File: config.mk
export PLATFORM = sky130hd
export DESIGN_NAME = sd_cmd_sequencer
export DESIGN_NICKNAME = d
export VERILOG_FILES = /design/src/rtl/sd_spi_pkg.sv /design/src/rtl/spi_frame_xfer.sv /design/src/rtl/sd_cmd_sequencer.sv
export SDC_FILE = /design/constraint.sdc
export NUM_CORES = 1
export LEC_CHECK = 0
export ABC_AREA = 1
export BUFFER_PORTS_ARGS = -buffer_cell sky130_fd_sc_hd__buf_2
export CORE_AREA = 2 2 172 174
export DETAILED_ROUTE_END_ITERATION = 8
export DIE_AREA = 0 0 174 176
export SYNTH_ARGS = -nofsm -noshare
export SYNTH_HDL_FRONTEND = slang
export SYNTH_SLANG_ARGS = --single-unit
File: constraint.sdc
create_clock -name clk -period 3.98 [get_ports clk]
set_input_delay 0.199 -clock clk [delete_from_list [all_inputs] [get_ports clk]]
set_output_delay 0.199 -clock clk [all_outputs]
set_load 0.005 [all_outputs]
File: src/rtl/sd_spi_pkg.sv
// Shared constants, state/error encodings and the command frame builder for the SD command sequencer.
package sd_spi_pkg;

   localparam logic [47:0] DUMMY_FRAME       = 48'hFFFF_FFFF_FFFF;
   localparam logic [7:0]  TOKEN_START_BLOCK = 8'hFE;

   localparam logic [5:0]  CMD0  = 6'd0;
   localparam logic [5:0]  CMD17 = 6'd17;
   localparam logic [5:0]  CMD24 = 6'd24;

   typedef enum logic [2:0] {
      S_IDLE,
      S_SEND_CMD,
      S_POLL_R1,
      S_POLL_TOKEN,
      S_GET_DATA,
      S_DONE
   } seq_state_t;

   typedef enum logic [1:0] {
      ERR_OK            = 2'd0,
      ERR_R1_TIMEOUT    = 2'd1,
      ERR_R1_BITS       = 2'd2,
      ERR_TOKEN_TIMEOUT = 2'd3
   } seq_err_t;

   function automatic logic [47:0] build_frame(input logic [5:0]  idx,
                                               input logic [31:0] arg,
                                               input logic [7:0]  crc);
      return {2'b01, idx, arg, crc};
   endfunction

endpackage

File: src/rtl/spi_frame_xfer.sv
// One-frame handshake with spi_master: single-cycle start pulse, then waits for done,
// accepting it only after it has been observed low so a level-style done is never counted twice.
module spi_frame_xfer
   import sd_spi_pkg::*;
(
   input  logic        clk,
   input  logic        rst_n,
   input  logic        go,
   input  logic [47:0] frame,
   input  logic [47:0] spi_rdata,
   input  logic        spi_done,
   output logic        spi_start,
   output logic [47:0] spi_wdata,
   output logic        done,
   output logic [47:0] rdata
);

   typedef enum logic [1:0] {X_IDLE, X_START, X_WAIT} xfer_state_t;

   xfer_state_t st;
   logic        seen_low;

   always_ff @(posedge clk) begin
      if (!rst_n) begin
         st        <= X_IDLE;
         spi_start <= 1'b0;
         spi_wdata <= DUMMY_FRAME;
         done      <= 1'b0;
         rdata     <= DUMMY_FRAME;
         seen_low  <= 1'b0;
      end else begin
         done <= 1'b0;
         case (st)
            X_IDLE: begin
               if (go) begin
                  spi_wdata <= frame;
                  spi_start <= 1'b1;
                  seen_low  <= 1'b0;
                  st        <= X_START;
               end
            end
            X_START: begin
               spi_start <= 1'b0;
               seen_low  <= !spi_done;
               st        <= X_WAIT;
            end
            X_WAIT: begin
               // done still high from the previous frame must drop before it counts again
               if (spi_done && seen_low) begin
                  rdata <= spi_rdata;
                  done  <= 1'b1;
                  st    <= X_IDLE;
               end else if (!spi_done) begin
                  seen_low <= 1'b1;
               end
            end
            default: st <= X_IDLE;
         endcase
      end
   end

endmodule

File: src/rtl/sd_cmd_sequencer.sv
// Sends one SD command frame, polls for R1 and, for data commands, the start token and the data block.
module sd_cmd_sequencer
   import sd_spi_pkg::*;
#(
   parameter int          MAX_POLL = 16,
   parameter logic [7:0]  CRC_BYTE = 8'hFF
) (
   input  logic        clk,
   input  logic        rst_n,
   input  logic        req_valid,
   output logic        req_ready,
   input  logic [5:0]  req_idx,
   input  logic [31:0] req_arg,
   input  logic        req_has_data,
   output logic        spi_start,
   output logic [47:0] spi_wdata,
   input  logic [47:0] spi_rdata,
   input  logic        spi_done,
   output logic        resp_valid,
   output logic [7:0]  resp_r1,
   output logic [47:0] resp_data,
   output logic        resp_data_valid,
   output logic [1:0]  resp_err
);

   localparam int CNT_W = $clog2(MAX_POLL + 1);

   seq_state_t        state;
   logic [5:0]        idx_q;
   logic [31:0]       arg_q;
   logic              has_data_q;
   logic [CNT_W-1:0]  poll_cnt;
   logic [CNT_W-1:0]  poll_inc;
   logic              poll_last;
   logic              launch;
   logic [47:0]       xfer_frame;
   logic              xfer_done;
   logic [47:0]       xfer_rdata;

   assign xfer_frame = (state == S_SEND_CMD) ? build_frame(idx_q, arg_q, CRC_BYTE) : DUMMY_FRAME;
   assign poll_inc   = poll_cnt + 1'b1;
   assign poll_last  = (poll_inc == CNT_W'(MAX_POLL));

   spi_frame_xfer u_xfer (
      .clk       (clk),
      .rst_n     (rst_n),
      .go        (launch),
      .frame     (xfer_frame),
      .spi_rdata (spi_rdata),
      .spi_done  (spi_done),
      .spi_start (spi_start),
      .spi_wdata (spi_wdata),
      .done      (xfer_done),
      .rdata     (xfer_rdata)
   );

   always_ff @(posedge clk) begin
      if (!rst_n) begin
         state           <= S_IDLE;
         idx_q           <= '0;
         arg_q           <= '0;
         has_data_q      <= 1'b0;
         poll_cnt        <= '0;
         launch          <= 1'b0;
         req_ready       <= 1'b1;
         resp_valid      <= 1'b0;
         resp_r1         <= '0;
         resp_data       <= '0;
         resp_data_valid <= 1'b0;
         resp_err        <= ERR_OK;
      end else begin
         launch     <= 1'b0;
         resp_valid <= 1'b0;
         case (state)
            S_IDLE: begin
               if (req_valid && req_ready) begin
                  idx_q           <= req_idx;
                  arg_q           <= req_arg;
                  has_data_q      <= req_has_data;
                  poll_cnt        <= '0;
                  req_ready       <= 1'b0;
                  resp_r1         <= '0;
                  resp_data       <= '0;
                  resp_data_valid <= 1'b0;
                  resp_err        <= ERR_OK;
                  launch          <= 1'b1;
                  state           <= S_SEND_CMD;
               end
            end
            S_SEND_CMD: begin
               if (xfer_done) begin
                  launch <= 1'b1;
                  state  <= S_POLL_R1;
               end
            end
            S_POLL_R1: begin
               if (xfer_done) begin
                  if (xfer_rdata != DUMMY_FRAME) begin
                     resp_r1 <= xfer_rdata[7:0];
                     if (xfer_rdata[7:1] != 7'd0) begin
                        resp_err   <= ERR_R1_BITS;
                        resp_valid <= 1'b1;
                        state      <= S_DONE;
                     end else if (has_data_q) begin
                        poll_cnt <= '0;
                        launch   <= 1'b1;
                        state    <= S_POLL_TOKEN;
                     end else begin
                        resp_valid <= 1'b1;
                        state      <= S_DONE;
                     end
                  end else if (poll_last) begin
                     resp_err   <= ERR_R1_TIMEOUT;
                     resp_valid <= 1'b1;
                     state      <= S_DONE;
                  end else begin
                     poll_cnt <= poll_inc;
                     launch   <= 1'b1;
                  end
               end
            end
            S_POLL_TOKEN: begin
               if (xfer_done) begin
                  if (xfer_rdata[7:0] == TOKEN_START_BLOCK) begin
                     launch <= 1'b1;
                     state  <= S_GET_DATA;
                  end else if (poll_last) begin
                     resp_err   <= ERR_TOKEN_TIMEOUT;
                     resp_valid <= 1'b1;
                     state      <= S_DONE;
                  end else begin
                     poll_cnt <= poll_inc;
                     launch   <= 1'b1;
                  end
               end
            end
            S_GET_DATA: begin
               // an all-ones block cannot be told apart from idle bus, so this state has no timeout
               if (xfer_done) begin
                  if (xfer_rdata != DUMMY_FRAME) begin
                     resp_data       <= xfer_rdata;
                     resp_data_valid <= 1'b1;
                     resp_valid      <= 1'b1;
                     state           <= S_DONE;
                  end else begin
                     launch <= 1'b1;
                  end
               end
            end
            S_DONE: begin
               req_ready <= 1'b1;
               state     <= S_IDLE;
            end
            default: state <= S_IDLE;
         endcase
      end
   end

endmodule

==> results by group <==
Status
  • Status: completed

Power and ir drop
  • Combinational power share: a little over a quarter
  • P_int: slightly above 4 mW
  • LEAKAGE: 4.97 nW
  • IR drop worst, VDD: roughly 0.34 mV
  • Switching power: 2.04 mW
  • Power per cell area: 571 mW/mm^2
  • Sw Ratio: between 30 and 40%
  • Clock group share of total power: between 30% and 40%
  • Sequential share of power: 40.7%

Routing
  • DR iter-0 viols: 513
  • # DRC: 0
  • Drt wl/cell: 13.3 microns
  • DRT Wirelength: 22.4 mm
  • DR vias: between 7000 and 8000
  • Via density: ~4.5
  • Pre-antenna DRT Iters: 5
  • Routed Antenna Nets: 0

Synth
  • Asr flop ratio synth: 0%
  • FF+latch count, synth: roughly 200
  • Syn avg cell area: 7.64 sq um
  • Yosys cell types: 31
  • Post-synthesis cell count: 1037
  • Top cells by area, synth: dfxtp_1, nand2_1, nand3_1, a21oi_1, inv_1
  • Area leader, netlist: dfxtp_1
  • Share of the synthesized area in the top cell type: 50.8%
  • Mapped Area: 0.00792 sq mm
  • Post-synth EDFFs: 0
  • Synth Warn #: 0
  • Seq/Total Area, Yosys: around half
  • Ys flop type: dfxtp_1
  • Commonest cells in the netlist: nand2_1, dfxtp_1, nand3_1
  • Count leader, synth: nand2_1

Timing
  • Setup Total Neg Slack: 0 ns
  • Slew at the pin with the worst max-slew slack: 1.13 ns
  • Fmax achieved: about 430 MHz
  • Layout Skew: slightly above 0.03 ns
  • Period utilization: 58.1%
  • Final setup violation count: 0
  • Slew Limit Fails: 0
  • Hold_ws: 0.0130 ns
  • Slew HR: 24.7%
  • Fin crit period: ~2.3 ns
  • Final Hold Vio Count: 0
  • RSZ-0062 raised after global routing: false

Global route
  • GR Overflow Total: 0
  • Largest net degree at the start of global routing: 82
  • First-pass GRT wire length: approximately 36 mm
  • Overall routing resource usage: 14.1%
  • Vias in the first global route: 7033
  • Initial antenna violation count: 0

Die
  • Core region area: approximately 0.029 sq mm
  • Ports: 201
  • Die height: 176 microns
  • Placement Rows: 62
  • Full die area: 0.0306 sq mm
  • Initial core utilization: 27.8%
  • Chip width: 174 microns

Clock tree
  • Clk root buf: clkbuf_16
  • Sink Count: 201
  • CTS tree: done
  • Setup Fix Bufs, Post-CTS: 0
  • PostCTS Resize Cnt: 0
  • CTS Buffer Depth: 3
  • Clock transition at path regs: 0.06 ns
  • Htree depth: 1
  • Clock latency on the worst-skew pair: 0.53 ns
  • Cts bufs inserted: 23

Cells and area
  • Fin nets: roughly 1400
  • Layout area overhead: 34.1%
  • Fraction of layout instances using a drive strength above 1: roughly 20%
  • N_diodes: 0
  • Final Util: 37.2%
  • Design area: 0.0106 sq mm

Place
  • IO Port Bufs: approximately 190
  • GP Congestion: approximately 0.81
  • Post-DP HPWL: 14.3 mm
  • Placed Instance Area: 0.00914 sq mm

Critical path
  • Worst Setup SP: u_xfer.rdata[31]
  • CP Class: reg -> reg
  • Critical Path RT: 4.42 ns
  • Critical Path AT: 2.76 ns
  • Worst Setup End Kind: flop
  • Reg2reg start: u_xfer.rdata[31]
  • Worst Path Max Fanout: 49
  • Setup crit start kind: flop

Worst hold path
  • Hold crit path type: in -> reg
  • Min-Delay Startpoint: req_arg[14]

Run
  • Max Cap Violations: 0
==> registers in the layout, summed over array words and instances (netlist names) <==
name,count
arg_q,32
has_data_q,1
idx_q,6
launch,1
poll_cnt,5
req_ready,1
resp_data,48
resp_data_valid,1
resp_err,2
resp_r1,8
resp_valid,1
state,3
u_xfer.done,1
u_xfer.rdata,48
u_xfer.seen_low,1
u_xfer.spi_start,1
u_xfer.spi_wdata,39
u_xfer.st,2
==> cell type report <==
type | count | area, sq um
multi-input combinational | 690 | 3300
tap | 384 | 480
timing repair buffer | 279 | 1810
clock inverter | 5 | 68.8
inverter | 84 | 315
sequential | 201 | 4020
clock buffer | 32 | 619
fill | 2998 | 17900
==> layer usage <==
metal,global-route usage (%),routed length (microns),share of wire (%)
met5,0,0,0
met4,3.26,387,1.7
met3,3.23,1700,7.6
met2,23.7,10000,45
met1,18.5,10300,46
==> cells in the final DEF (no fill, tap or decap) <==
master,instances
nand2_1,281
dfxtp_1,201
buf_2,191
nand3_1,107
a21oi_1,102
inv_1,79
dlygate4sd3_1,79
o21ai_0,57
nor2_1,46
o211ai_1,38
clkbuf_16,23
nand2_2,11
a21oi_2,10
conb_1,9
buf_4,9
clkbuf_1,8
ha_1,6
nand4_1,4
a211oi_1,3
inv_2,3
nor2_2,3
nand3_2,3
nor2_4,2
clkinv_1,2
nor3_1,2
clkinv_2,2
o311ai_0,1
nand3b_1,1
o21ai_1,1
o21ai_2,1
o21ai_4,1
a21oi_4,1
inv_16,1
bufinv_16,1
clkbuf_8,1
inv_6,1
==> worst paths after layout <==
check / end / slack (ns) / cells past startpoint
worst max-delay path: resp_data[19] / 1.67 / 9
worst min-delay path: arg_q[14] / 0.01 / 3
worst max register to register: resp_data[19] / 1.67 / 9
worst min register to register: arg_q[10] / 0.45 / 2
==> metrics by stage <==
step                power [mW]  std cells  setup WS (ns)
global placement          4.03       1559           1.80
finish                    6.06       1675           1.67
CTS                       6.12       1675           1.68
floorplan                 3.63       1045           2.30
global route              6.46       1675           1.48
detailed placement        4.06       1559           1.70
==> logic make-up (layout without fill, tap and decap cells) <==
group | count (synthesis) | in the layout | synth area share (%)
AO/OA/AOI/OAI | 215 | 215 | 15.6
AND/OR/NAND/NOR | 460 | 460 | 24.4
other | 1 | 9 | 0.0473
flip-flops | 201 | 201 | 50.8
adder cells (fa/ha/maj) | 6 | 6 | 0.947
buffers and inverters | 154 | 400 | 8.21
==> worst max-delay path, cell delays in order, from the launching register on <==
cell and delay (ns):
dfxtp_1 0.38, nand2_1 0.08, nor2_1 0.20, nand2_1 0.08, nor2_1 0.26, nand3_2 0.20, o21ai_4 0.18, buf_4 0.53
nand2_1 0.10, a21oi_1 0.17
==> repair_timing <==
action | in CTS | in global routing
endpoints found under the setup margin | 0 | 0
hold buffers | 79 | 0
hold endpoints to repair | 79 | 0
==> power groups by stage <==
stage	registers (mW)	clock network [mW]	logic [mW]
2_1_floorplan	2.49	0	1.13
3_3_place_gp	2.50	0	1.53
3_5_place_dp	2.51	0	1.55
4_1_cts	2.47	2.04	1.62
5_1_grt	2.50	2.11	1.84
6_report	2.47	1.98	1.61
(Power assumes the default switching activity.)
